[config.mk]
export PLATFORM = sky130hd
export DESIGN_NAME = prog_mod_counter_flat
export DESIGN_NICKNAME = d
export VERILOG_FILES = /design/src/rtl/prog_mod_counter_if.sv /design/src/rtl/prog_mod_counter.sv /design/src/flat_wrapper.sv
export SDC_FILE = /design/constraint.sdc
export NUM_CORES = 1
export LEC_CHECK = 0
export ABC_AREA = 1
export CAP_MARGIN = 20
export CORE_MARGIN = 2
export CORE_UTILIZATION = 45
export CTS_CLUSTER_SIZE = 20
export DETAILED_ROUTE_END_ITERATION = 8
export GPL_ROUTABILITY_DRIVEN = 0
export GPL_TIMING_DRIVEN = 0
export PLACE_DENSITY = 0.79
export REMOVE_ABC_BUFFERS = 1
export SYNTH_ARGS = -nofsm -noshare
export SYNTH_HDL_FRONTEND = slang
export SYNTH_SLANG_ARGS = --single-unit
[constraint.sdc]
create_clock -name clk -period 1.76 [get_ports clk]
set_input_delay 0.264 -clock clk [delete_from_list [all_inputs] [get_ports clk]]
set_output_delay 0.264 -clock clk [all_outputs]
set_load 0.02 [all_outputs]
[src/rtl/prog_mod_counter_if.sv]
// Control/status bundle for prog_mod_counter: the master drives the controls,
// the slave (counter) returns count, modulus and strobes.
interface prog_mod_counter_if #(
    parameter int N = 8
) ();
    logic         en;
    logic         dir;
    logic         oneshot;
    logic         start;
    logic         m_load;
    logic [N-1:0] m_in;
    logic [N-1:0] q;
    logic [N-1:0] m_cur;
    logic         max_tick;
    logic         busy;

    modport master (
        output en, dir, oneshot, start, m_load, m_in,
        input  q, m_cur, max_tick, busy
    );

    modport slave (
        input  en, dir, oneshot, start, m_load, m_in,
        output q, m_cur, max_tick, busy
    );
endinterface

[src/rtl/prog_mod_counter.sv]
// Runtime-programmable mod-M up/down counter with one-shot mode and restart.
// Optional prescaler enabled by defining PROG_MOD_COUNTER_PRESCALE_EN.
module prog_mod_counter #(
    parameter int N       = 8,
    parameter int M_RESET = 10,
    parameter int P       = 4
) (
    input  logic                clk,
    input  logic                reset,
    prog_mod_counter_if.slave   bus
);

    typedef enum logic {
        RUN  = 1'b0,
        STOP = 1'b1
    } state_t;

    localparam logic [N-1:0] ONE     = N'(1);
    // A modulus of 2^N truncates to a stored 0; m_reg - 1 then wraps to 2^N - 1.
    localparam logic [N-1:0] M_RST_V = N'(M_RESET);

    if (P < 1 || M_RESET < 1 || M_RESET > (2 ** N)) begin : g_param_check
        $error("prog_mod_counter: parameter out of range");
    end

    state_t       state, state_next;
    logic [N-1:0] q, q_next;
    logic [N-1:0] m_reg, m_next;
    logic [N-1:0] m_new;
    logic [N-1:0] term_v;
    logic [N-1:0] start_v;
    logic         adv;
    logic         step;
    logic         at_term;

`ifdef PROG_MOD_COUNTER_PRESCALE_EN
    localparam int           PW      = (P > 1) ? $clog2(P) : 1;
    localparam logic [PW-1:0] PC_LAST = PW'(P - 1);
    logic [PW-1:0] pc, pc_next;

    assign step = adv && (pc == PC_LAST);
`else
    assign step = adv;
`endif

    assign adv     = bus.en && (state == RUN);
    assign term_v  = bus.dir ? '0 : m_reg - ONE;
    assign start_v = bus.dir ? m_reg - ONE : '0;
    assign at_term = (q == term_v);
    assign m_new   = (bus.m_in == '0) ? ONE : bus.m_in;

    always_comb begin
        // NOTE: every variable gets a default before any branch, so no path leaves it unassigned and infers a latch.
        state_next = state;
        q_next     = q;
        m_next     = m_reg;
`ifdef PROG_MOD_COUNTER_PRESCALE_EN
        pc_next    = pc;
`endif
        if (bus.m_load) begin
            m_next = m_new;
            q_next = bus.dir ? m_new - ONE : '0;
`ifdef PROG_MOD_COUNTER_PRESCALE_EN
            pc_next = '0;
`endif
            if (bus.start) state_next = RUN;
        end else if (bus.start && state == STOP) begin
            state_next = RUN;
`ifdef PROG_MOD_COUNTER_PRESCALE_EN
            pc_next = '0;
`endif
        end else begin
`ifdef PROG_MOD_COUNTER_PRESCALE_EN
            if (adv) pc_next = (pc == PC_LAST) ? '0 : pc + PW'(1);
`endif
            if (step) begin
                if (at_term) begin
                    q_next = start_v;
                    if (bus.oneshot) state_next = STOP;
                end else begin
                    q_next = bus.dir ? q - ONE : q + ONE;
                end
            end
        end
    end

    always_ff @(posedge clk) begin
        // NOTE: sequential state uses non-blocking assignments so all registers update together at the edge.
        if (reset) begin
            state <= RUN;
            q     <= '0;
            m_reg <= M_RST_V;
`ifdef PROG_MOD_COUNTER_PRESCALE_EN
            pc    <= '0;
`endif
        end else begin
            state <= state_next;
            q     <= q_next;
            m_reg <= m_next;
`ifdef PROG_MOD_COUNTER_PRESCALE_EN
            pc    <= pc_next;
`endif
        end
    end

    // Load cycles never produce a tick; reset masks the strobe immediately.
    assign bus.max_tick = !reset && !bus.m_load && step && at_term;
    assign bus.q        = q;
    assign bus.m_cur    = m_reg;
    assign bus.busy     = (state == RUN);

endmodule

[src/flat_wrapper.sv]
// flat-port wrapper written by rule: the top's interface ports become plain ports
module prog_mod_counter_flat 
#(
    parameter int N       = 8,
    parameter int M_RESET = 10,
    parameter int P       = 4
)
  (clk, reset, bus_en, bus_dir, bus_oneshot, bus_start, bus_m_load, bus_m_in, bus_q, bus_m_cur, bus_max_tick, bus_busy);
  prog_mod_counter_if #(.N(N)) bus_i ();
  input  logic clk;
  input  logic reset;
  input wire logic [$bits(bus_i.en)-1:0] bus_en;
  input wire logic [$bits(bus_i.dir)-1:0] bus_dir;
  input wire logic [$bits(bus_i.oneshot)-1:0] bus_oneshot;
  input wire logic [$bits(bus_i.start)-1:0] bus_start;
  input wire logic [$bits(bus_i.m_load)-1:0] bus_m_load;
  input wire logic [$bits(bus_i.m_in)-1:0] bus_m_in;
  output wire logic [$bits(bus_i.q)-1:0] bus_q;
  output wire logic [$bits(bus_i.m_cur)-1:0] bus_m_cur;
  output wire logic [$bits(bus_i.max_tick)-1:0] bus_max_tick;
  output wire logic [$bits(bus_i.busy)-1:0] bus_busy;
  assign bus_i.en = bus_en;
  assign bus_i.dir = bus_dir;
  assign bus_i.oneshot = bus_oneshot;
  assign bus_i.start = bus_start;
  assign bus_i.m_load = bus_m_load;
  assign bus_i.m_in = bus_m_in;
  assign bus_q = bus_i.q;
  assign bus_m_cur = bus_i.m_cur;
  assign bus_max_tick = bus_i.max_tick;
  assign bus_busy = bus_i.busy;
  prog_mod_counter #(.N(N), .M_RESET(M_RESET), .P(P)) u_core (.clk(clk), .reset(reset), .bus(bus_i));
endmodule
* Word level (Yosys, flattened, before mapping)
Index checks and enable logic that the tools add are counted.
** Word-level totals
- Bits in registers :: 17
- Input bits :: 15
- Word-level logic and storage cells :: 40
** Operators by class
- Add/subtract/negate cells :: 4
- Equality and inequality tests :: 3
- Multiplexer cells :: 15
- Bitwise operators :: 1
- Reductions and logical operators :: 14
** Operator list (count)
- 2-to-1 mux 8 bit :: 9
- subtractor 8 x 1 -> 8 bit, second input constant :: 3
- nonzero test 3 bit :: 3
- adder 8 x 1 -> 8 bit, second input constant :: 1
- == test 8 bit :: 1
- logical NOT 8 bit :: 1
- 2-to-1 mux 1 bit :: 6
- logical AND 1 bit :: 5
- inequality test 2 bit, second input constant :: 2
- AND reduction 4 bit :: 1
- logical NOT 1 bit :: 2
- AND reduction 2 bit :: 1
- nonzero test 2 bit :: 1
- NOT 1 bit :: 1

* Longest topological paths before layout
- Depth in word-level cells :: 7
- Depth in mapped cells :: 14
- Depth with buffers taken out :: 14

* Worst setup path before layout
OpenSTA, ideal clock, no wires.
- Kind :: flip-flop to output port
- Start point :: register u_core.m_reg[0], in the netlist u_core.bus.m_cur[0]
- End point :: output bus_max_tick
- Arrival time :: 2094 ps
- Slack :: -598 ps
- Stages on the path, launching flop included :: 12
- Buffers on the path :: 0
- Cell sequence :: dfxtp_1 -> inv_2 -> ha_1 -> nor2_1 -> nor2_1 -> nor2_1 -> nand2_1 -> nor2_4 -> nand3_2 -> nor2_8 -> nand2_4 -> nor3_1
** On the way
- Cells in the longest elaborated chain, start to end :: 4
** RTL lines
- start: declaration :: line prog_mod_counter.sv:28 : logic [N-1:0] m_reg, m_next;
- start signal: assignment :: line prog_mod_counter.sv:99 : m_reg <= m_next;
- subtractor 8 x 1 -> 8 bit :: line prog_mod_counter.sv:47 : assign term_v = bus.dir ? '0 : m_reg - ONE;
- 2-to-1 mux 8 bit :: line prog_mod_counter.sv:47
- == test 8 bit :: line prog_mod_counter.sv:49 : assign at_term = (q == term_v);
- logical AND 1 bit :: line prog_mod_counter.sv:107 : assign bus.max_tick = !reset && !bus.m_load && step && at_term;
- end: declaration :: line flat_wrapper.sv:20 : output wire logic [$bits(bus_i.max_tick)-1:0] bus_max_tick;
No other way between the ends.

* Worst setup path in the final report
- Start point :: register u_core.m_reg[1], in the netlist u_core.bus.m_cur[1]
- End point :: output bus_max_tick
The elaborated chain is that of the path after synthesis.

==> results.md <==
- Crit path DAT: 1.96 ns
- Hold crit path type: in2reg
- Slew headroom: 0.662
- Final Max Slew Viols: 0
- Post-placement cell area: 2100 sq um
- CTS buffer count: 3
- Io pins: 33
- Initial DRC Count: 154
- Maximum VDD drop: 0.489 mV
- Area growth syn-to-layout: 32.6%
- Status: complete, but fails checks
- CP startpoint: u_core.bus.m_cur[1]
- Layout cells sized above 1: 0.228
- Worst setup margin: -0.460 ns
- Flop pwr share: 0.302
- F_max: 450 MHz
- P_leak: 1.05 nW
- Vias post-DR: 2050
- Routed wire length: 5160 microns
- Layout Cells excl Fill: 364
- Post-synth top flop: dfxtp_1
- Core Area: 3690 sq um
- Cell chain of the critical path: inv_4, ha_4, inv_2, nand2_1, nor2_1, nor2_1, nand2_1, nor2_4, nand3_4, nor2_8, nand2_4, nor3_4, buf_6
- Largest family of logic cells by synthesized area: simple AND/OR/NAND/NOR gates
- N_diodes: 0
- Reg2reg end: u_core.bus.q[0]
- Post-synth cell types: 29
- Final Hold Viols: 0
- PwrDens: 664 nW/um^2
- H-tree levels: 1
- Wire per inst: 14.2 microns
- # nets final: 341
- Share of the synthesized area in the top cell type: 0.195
- Post-synthesis simple-gate area fraction: 0.450
- Vias in the first global route: 1908
- Die width: 66.3 microns
- DR pass1 iterations: 5
- RSZ-0062 raised after global routing: yes
- Worst-path fanout max: 2
- # clock sinks: 17
- Synth Warn #: 0
- Clk pwr share: 0.206
- Worst Skew: 0.00571 ns
- Total track usage: 0.249
- DP Cell Count: 351
- Cells after synthesis: 275
- Critical path launch point type: flop
- Net Sw Frac: 0.425
- CTS Hold Bufs: 0
- Flop-to-flop setup slack: -0.21 ns
- Clk_lat worst skew: 0.26 ns
- P_int: 0.000885 W
- Syn_area_per_cell: 6.35 sq um
- Element type at the critical path end: output pin
- Seq/Total Area, Yosys: 0.195
- Setup Crit Path Kind: reg2out
- Fin crit period: 2.22 ns
- Compound-Gate Fraction of Synth Area: 0.151
- Worst path max stage delay: 0.37 ns
- Largest net degree at the start of global routing: 20
- Ys async rst share: 0
- Post-route ant nets: 0
- Worst endpoint required time: 1.50 ns
- First-pass GRT wire length: 8400 microns
- Final worst path period share: 1.26
- Root Buffer: clkbuf_8
- Most common cell in the netlist: nand2_1
- Gate power share: 0.492
- Worst-margin pin slew: 0.506 ns
- Post-Synth Adder-Cell Area: 0.0688
- Dpl hpwl: 3580 microns
- Die H: 66.3 microns
- Reg2reg start: u_core.bus.m_cur[1]
- Net Sw Power: 0.000653 W
- Synth Cell Area: 1750 sq um
- Failing checks: negative setup slack
- Core Rows: 22
- Most frequent cells after synthesis: nand2_1, inv_1, nand3_1
- Vias per cell: 5.63
- Gr ovfl total: 0
- Mux contribution to synthesized area: 0
- Clk slew on worst S/H paths: 0.08 ns
- Max-Cap Viols: 0
- Synth Area in XOR/XNOR: 0.0351
- Initial antenna violation count: 0
- CP Capture Point: bus_max_tick
- Largest cells by area after synthesis: dfxtp_1, nand2_1, nand3_1, inv_1, ha_1
- Area leader, netlist: dfxtp_1
- Final setup viols: 10
- Post-synthesis register bit count: 17
- EDFF count, synth: 0
- Design area: 2310 sq um
- CTS tree: built
- Power, Total: 0.00154 W
- Crit-path slowest cell: dfxtp_4
- Die Area: 4390 sq um
- Reg2Reg Depth: 15
- Initial core utilization: 0.473
- DRC: 0
- PortBufs: 32
- Clock Path Buffers: 2
==> per-layer routing <==
layer	up-vias	track usage	share of wire
met5	-	0	0
met4	0	0.102	0.030
met3	16	0.0528	0.085
met2	98	0.415	0.49
met1	934	0.308	0.40
li1	1002	-	-
==> state kept, by name, summed over array words and instances, names as in the netlist <==
name	cells
u_core.bus.m_cur	8
u_core.bus.q	8
u_core.state	1
==> placed cells by master (no fill, tap or decap), types with 2 or more instances in the layout <==
| master | n |
|---|---|
| nand2_2 | 14 |
| nor2_1 | 11 |
| clkbuf_8 | 3 |
| a21oi_1 | 10 |
| nor2_2 | 6 |
| o21ai_0 | 18 |
| ha_1 | 6 |
| a22oi_1 | 2 |
| o22ai_1 | 5 |
| inv_1 | 35 |
| a21oi_2 | 6 |
| nor2_8 | 2 |
| buf_4 | 10 |
| nor2_4 | 2 |
| clkdlybuf4s50_1 | 29 |
| xnor2_1 | 3 |
| nor3_1 | 2 |
| nand4_1 | 10 |
| nand2_1 | 64 |
| dfxtp_1 | 14 |
| inv_2 | 3 |
| inv_4 | 3 |
| dfxtp_2 | 2 |
| xor2_1 | 4 |
| nand3_1 | 27 |
| nand3_2 | 11 |
==> power groups by stage <==
| stage | Clock, W | Combinational [W] | Sequential, W |
|---|---|---|---|
| 4_1_cts | 0.000321 | 0.000738 | 0.000463 |
| 3_5_place_dp | 0 | 0.000663 | 0.000472 |
| 5_1_grt | 0.000335 | 0.000825 | 0.000469 |
| 2_1_floorplan | 0 | 0.000429 | 0.000503 |
| 3_3_place_gp | 0 | 0.000650 | 0.000472 |
| 6_report | 0.000317 | 0.000756 | 0.000464 |
==> final cells by class <==
class                           count  area [sq um]
Fill cell                         333          1370
Multi-Input combinational cell    213          1310
Timing Repair Buffer               41           389
Sequential cell                    17           347
Inverter                           41           161
Tap cell                           48          60.1
Clock buffer                        3          41.3
Clock inverter                      1          5.00
==> metrics by stage <==
stage	setup WS [ns]	hold WS (ns)	setup TNS, ns	utilization
5_1_grt	-0.539	0.464	-2.51	0.628
3_5_place_dp	-1.72	0.507	-11.12	0.571
4_1_cts	-0.461	0.521	-2.53	0.627
3_3_place_gp	-1.72	0.510	-10.67	0.571
6_report	-0.460	0.407	-1.74	0.628
2_1_floorplan	-0.598	0.377	-1.83	-
==> repair_timing <==
| item | 4_1_cts | 5_1_grt |
|---|---|---|
| setup endpoints to repair | 10 | 10 |
| pin swaps | 11 | 5 |
| gates resized for setup | 41 | 7 |
| hold endpoints to repair | 0 | 0 |
| setup buffers | 10 | 3 |
==> worst max-delay path: cells and delay by family (launching register included) <==
family	cells	cell delay (ns)
flip-flops	1	0.37
buffers and inverters	3	0.21
adder cells (fa/ha/maj)	1	0.26
AND/OR/NAND/NOR	9	0.86
==> how the worst min path moves through the flow <==
| stage | start | to | slack, ns | cells past startpoint |
|---|---|---|---|---|
| after floorplan | bus_m_in[7] | u_core.bus.m_cur[7] | 0.38 | 2 |
| after global placement | u_core.state | u_core.state | 0.51 | 2 |
| after detailed placement | u_core.state | u_core.state | 0.51 | 2 |
| after CTS | u_core.state | u_core.state | 0.52 | 2 |
| after global routing | bus_m_in[2] | u_core.bus.m_cur[2] | 0.46 | 3 |
| final | bus_m_in[2] | u_core.bus.m_cur[2] | 0.41 | 3 |
==> cells by family after synthesis <==
| family | Yosys count |
|---|---|
| xor gates and xnor gates | 7 |
| AOI/OAI and AO/OA | 44 |
| and+or+nand+nor | 153 |
| DFF | 17 |
| buffers and inverters | 45 |
| adders and majority gates | 9 |
Note: power is estimated with default switching activity, not from simulation.
